===== config.mk =====
export PLATFORM = sky130hd
export DESIGN_NAME = reg_hazard_scoreboard
export DESIGN_NICKNAME = d
export VERILOG_FILES = /design/src/rtl/reg_hazard_scoreboard.sv
export SDC_FILE = /design/constraint.sdc
export NUM_CORES = 1
export LEC_CHECK = 0
export BUFFER_PORTS_ARGS = -buffer_cell sky130_fd_sc_hd__buf_4
export CORE_AREA = 2 2 122 124
export DETAILED_ROUTE_END_ITERATION = 8
export DIE_AREA = 0 0 124 126
export PLACE_DENSITY = 0.85
export SKIP_CTS_REPAIR_TIMING = 1
export SLEW_MARGIN = 20
export SYNTH_ARGS = -nofsm -noshare
export SYNTH_HDL_FRONTEND = slang
export SYNTH_SLANG_ARGS = --single-unit

===== constraint.sdc =====
create_clock -name clk -period 14.7 [get_ports clk]
set_input_delay 2.94 -clock clk [delete_from_list [all_inputs] [get_ports clk]]
set_output_delay 2.94 -clock clk [all_outputs]
set_load 0.05 [all_outputs]

===== src/rtl/reg_hazard_scoreboard.sv =====
`default_nettype none
// ============================================================================
// Module      : reg_hazard_scoreboard
// Description : Latency-aware register hazard scoreboard for the ID stage.
//               Tracks cycles-until-forwardable per register and stalls decode.
// Revision    : 1.0 - initial release
// ============================================================================
module reg_hazard_scoreboard #(
    parameter  int REG_ADDR_WIDTH = 5,
    parameter  int NUM_READ       = 2,
    parameter  int MAX_LAT        = 4,
    localparam int NUM_REGS       = 2**REG_ADDR_WIDTH,
    localparam int LAT_W          = $clog2(MAX_LAT+1)
) (
    input  logic                               clk,
    input  logic                               rst_n,
    input  logic                               issue_valid,
    input  logic [NUM_READ-1:0]                read_en,
    input  logic [NUM_READ*REG_ADDR_WIDTH-1:0] read_addr,
    input  logic                               write_en,
    input  logic [REG_ADDR_WIDTH-1:0]          write_addr,
    input  logic [LAT_W-1:0]                   issue_lat,
    input  logic                               pipe_hold,
    input  logic                               flush,
    output logic                               stall,
    output logic                               issue_fire,
    output logic [NUM_REGS-1:0]                pending_mask
);

    localparam logic [LAT_W-1:0] c_one     = LAT_W'(1);
    localparam logic [LAT_W-1:0] c_max_lat = LAT_W'(MAX_LAT);

    logic [LAT_W-1:0]          w_cnt     [NUM_REGS];
    logic [REG_ADDR_WIDTH-1:0] w_rd_addr [NUM_READ];
    logic [LAT_W-1:0]          w_lat;
    logic [LAT_W-1:0]          w_lat_m1;
    logic                      w_read_hazard;
    logic                      w_waw_hazard;
    logic                      w_stall;
    logic                      w_fire;
    logic                      w_load;

    for (genvar i = 0; i < NUM_READ; i++) begin : g_rd_addr
        assign w_rd_addr[i] = read_addr[i*REG_ADDR_WIDTH +: REG_ADDR_WIDTH];
    end

    // Latency 0 is treated as a single-cycle ALU op; oversize values saturate.
    always_comb begin
        if (issue_lat == '0) begin
            w_lat = c_one;
        end else if (issue_lat > c_max_lat) begin
            w_lat = c_max_lat;
        end else begin
            w_lat = issue_lat;
        end
    end

    assign w_lat_m1 = w_lat - c_one;

    always_comb begin
        w_read_hazard = 1'b0;
        for (int i = 0; i < NUM_READ; i++) begin
            if (read_en[i] && (w_rd_addr[i] != '0) && (w_cnt[w_rd_addr[i]] != '0)) begin
                w_read_hazard = 1'b1;
            end
        end
    end

    // A younger write must not complete before an older in-flight one.
    assign w_waw_hazard = write_en && (write_addr != '0) && (w_cnt[write_addr] > w_lat_m1);

    assign w_stall    = issue_valid && (w_read_hazard || w_waw_hazard);
    assign w_fire     = issue_valid && !w_stall && !pipe_hold && !flush;
    assign w_load     = w_fire && write_en && (write_addr != '0);
    assign stall      = w_stall;
    assign issue_fire = w_fire;

    for (genvar r = 0; r < NUM_REGS; r++) begin : g_reg
        if (r == 0) begin : g_zero
            assign w_cnt[r]        = '0;
            assign pending_mask[r] = 1'b0;
        end else begin : g_live
            logic [LAT_W-1:0] r_cnt;

            always_ff @(posedge clk or negedge rst_n) begin
                if (!rst_n) begin
                    r_cnt <= '0;
                end else if (flush) begin
                    r_cnt <= '0;
                end else if (!pipe_hold) begin
                    if (w_load && (write_addr == REG_ADDR_WIDTH'(r))) begin
                        r_cnt <= w_lat_m1;
                    end else if (r_cnt != '0) begin
                        r_cnt <= r_cnt - c_one;
                    end
                end
            end

            assign w_cnt[r]        = r_cnt;
            assign pending_mask[r] = (r_cnt != '0);
        end
    end

endmodule
`default_nettype wire


==> metrics.csv <==
stage,metric,value,unit
outcome,status,completed,
clock_network,root_buffer,clkbuf_16,
logic_synthesis,async_reset_ff_frac,1.00,
worst_hold_path,hold_class,register to register,
setup_path,cp_slowest_cell,mux4_2,
final_layout,largest_register_ffs,93,
route,routedWlPerCell,20.7,um
sta,slew_viol_final,0,
clock_network,cts_tree,yes,
run,max-cap-violations,0,
setup_path,endpoint_kind,primary output,
final_layout,top_regs,g.g_live.r_cnt x93,
floorplan,pin_count,60,
logic_synthesis,syn_area,0.00849,mm2
clock_network,clk_pin_slew,0.07,ns
clock_network,clk_latency,0.37,ns
global_route,grt_pass1_vias,7750,
placement,dp_worst_setup_slack,5.77,ns
clock_network,clock-sinks,93,
route,first_pass_iters,6,
sta,clock_skew,0.0108,ns
pwr,power.total,2.00,mW
logic_synthesis,synth_seq_cells,93,
pwr,powerDensity,218,mW/mm2
logic_synthesis,synthFlopType,dfrtp_1,
placement,place_congestion,1.02,
sta,rsz0062_at_grt,no,
sta,clock.fmax,111,MHz
global_route,gr-usage-all-layers,0.338,
worst_hold_path,min_path_cells,2,
sta,worst_pin_slew,0.913,ns
clock_network,cts-buffers-inserted,9,
setup_path,r2r-start,g_reg[16].g_live.r_cnt[1],
sta,period_needed,8.98,ns
setup_path,arrival,6.04,ns
logic_synthesis,syn_nets,1132,
sta,setup_slack,5.72,ns
setup_path,rr_worst_depth,13,
global_route,grt-ovfl-total,0,
logic_synthesis,yosys_warnings,0,
worst_hold_path,hold_start,g_reg[6].g_live.r_cnt[2],
global_route,grt_max_degree,81,
final_layout,area_growth,8.18,%
logic_synthesis,synth_most_common_cell,inv_1,
pwr,ir_drop,0.187,mV
logic_synthesis,synth_cell_types,67,
route,routed_via_density,6.79,
route,num_vias,8385,
sta,finalSetupViolCount,0,
floorplan,fp-row-count,44,
setup_path,crit_type,input pin to primary output,
placement,io_buffer_count,58,
logic_synthesis,synth_commonest_cells,"inv_1, dfrtp_1, nor2_1",
global_route,antenna_found_initial,0,
final_layout,nets,1136,
setup_path,reg2reg_to,g_reg[26].g_live.r_cnt[1],
logic_synthesis,yosys-top-cells-area,"dfrtp_1, ha_1, mux4_2",
clock_network,cts_buffer_depth,2,
logic_synthesis,synthCells,1041,
final_layout,drive_gt1_frac,0.125,
setup_path,start_kind,input pin,
sta,relSlewSlack,0.391,
setup_path,critPathMaxStageDelay,0.57,ns
final_layout,fillers,1189,
setup_path,worst-r2r-setup-slack,10.20,ns
floorplan,dieArea,0.0156,mm2
logic_synthesis,yosysSeqAreaShare,0.274,
route,wl,25600,um
final_layout,top_register,g.g_live.r_cnt,
route,ant_nets,0,
setup_path,path_delay_family,multiplexers,
logic_synthesis,syn_avg_cell_area,8.16,um2
pwr,p_leak,3.79,nW
floorplan,start_util,0.593,
setup_path,path_buf_inv,2,
sta,fin_crit_sh,0.611,
global_route,grt_pass1_wl,40900,um
setup_path,path_max_fanout,31,
floorplan,die_h,126,um
sta,finalHoldViolCount,0,
worst_hold_path,worst_hold_path.endpoint,g_reg[6].g_live.r_cnt[2],
logic_synthesis,synth_top_area_share,0.274,
setup_path,cp.required,11.76,ns
logic_synthesis,synth_top_area_cell,dfrtp_1,
clock_network,h-tree-depth,3,
route,drt_iter0_drc,1048,
final_layout,diodes,0,
floorplan,core,0.0143,mm2
setup_path,cp_cell_sequence,buf_4 > mux4_2 > mux4_2 > nor2_1 > a21oi_1 > ha_1 > nor2b_1 > o21ai_0 > a221oi_1 > a311oi_2 > nand2_1 > and2_1 > buf_4,
route,drc,0,
floorplan,fp.dieW,124,um
logic_synthesis,synth_edf_count,0,
placement,hpwl,18400,um
sta,tns,0,ns
==> worst max path at each step <==
stage                   from         end  slack, ns  cells past startpoint
2_1_floorplan  write_addr[0]  issue_fire       4.86                     15
3_3_place_gp   write_addr[0]       stall       5.82                     13
3_5_place_dp   write_addr[0]       stall       5.77                     13
4_1_cts        write_addr[0]       stall       5.76                     13
5_1_grt        write_addr[0]       stall       5.49                     13
6_report       write_addr[0]       stall       5.72                     13
==> cell type report <==
| class | instances | area, um2 | area share |
|---|---|---|---|
| Multi-Input combinational cell | 743 | 5340 | 0.582 |
| Sequential cell | 93 | 2330 | 0.253 |
| Inverter | 134 | 503 | 0.0548 |
| Timing Repair Buffer | 64 | 480 | 0.0523 |
| Tap cell | 184 | 230 | 0.0251 |
| Clock buffer | 9 | 225 | 0.0245 |
| Clock inverter | 7 | 76.3 | 0.00831 |
==> power by group <==
part | switching [mW] | internal (mW)
Combinational | 0.779 | 0.476
Sequential | 0.150 | 0.352
Clock | 0.111 | 0.132
Total | 1.04 | 0.960
==> stage by stage <==
step / util / instance area, um2 / cells / hold WS, ns
3_5_place_dp: 0.621 / 8880 / 1218 / 0.579
2_1_floorplan: - / 8490 / 1041 / 0.535
5_1_grt: 0.642 / 9180 / 1234 / 0.617
3_3_place_gp: 0.621 / 8880 / 1218 / 0.565
4_1_cts: 0.642 / 9180 / 1234 / 0.584
6_report: 0.642 / 9180 / 1234 / 0.583
==> worst reg2reg max path, stage by stage (launching register included) <==
cell and delay, ns:
dfrtp_1 0.47, mux4_2 0.49, mux4_2 0.46, nor2_1 0.11, a21oi_1 0.05, ha_1 0.29, nor2b_1 0.13, o21ai_0 0.18
a221oi_1 0.12, a311oi_2 0.28, buf_4 0.31, nand3_2 0.65, or3_1 0.66, mux2i_1 0.15
==> cells in the final DEF (no fill, tap or decap), drive strengths merged, types with 4 or more instances in the layout <==
cell type / instances
nand2: 85
a2111oi: 7
nor3b: 5
o21ai: 52
o211ai: 10
inv: 134
nor2: 90
mux4: 28
o221ai: 11
ha: 65
a31oi: 19
o41ai: 4
nor4b: 5
nor4: 34
nand4: 10
or3: 21
o32ai: 12
a211oi: 15
mux2i: 28
and3b: 5
a21o: 11
a21oi: 24
nand2b: 7
nor2b: 4
o22ai: 5
xnor2: 8
clkinv: 4
dfrtp: 93
a311oi: 5
and2: 6
clkbuf: 9
or2: 7
nor3: 90
buf: 64
or4: 15
a41oi: 4
nand3: 9
o31ai: 6
and4: 8
==> metal layers <==
| layer | wire, um | global-route usage | share of wire |
|---|---|---|---|
| met5 | 0 | 0 | 0 |
| met1 | 10400 | 0.471 | 0.41 |
| met4 | 992 | 0.153 | 0.039 |
| met3 | 2480 | 0.0666 | 0.097 |
| met2 | 11700 | 0.507 | 0.46 |
==> cells by family (layout without fill, tap and decap cells) <==
group | Yosys count | count (layout) | share of synthesized area
AND/OR/NAND/NOR | 405 | 405 | 0.244
buffers and inverters | 205 | 214 | 0.0970
AO/OA/AOI/OAI | 204 | 204 | 0.168
flip-flops | 93 | 93 | 0.274
adder cells (fa/ha/maj) | 65 | 65 | 0.0958
multiplexers | 59 | 59 | 0.112
XOR/XNOR | 8 | 8 | 0.00825
other | 2 | 2 | 0.000885
Power figures use the tool's default switching activity.
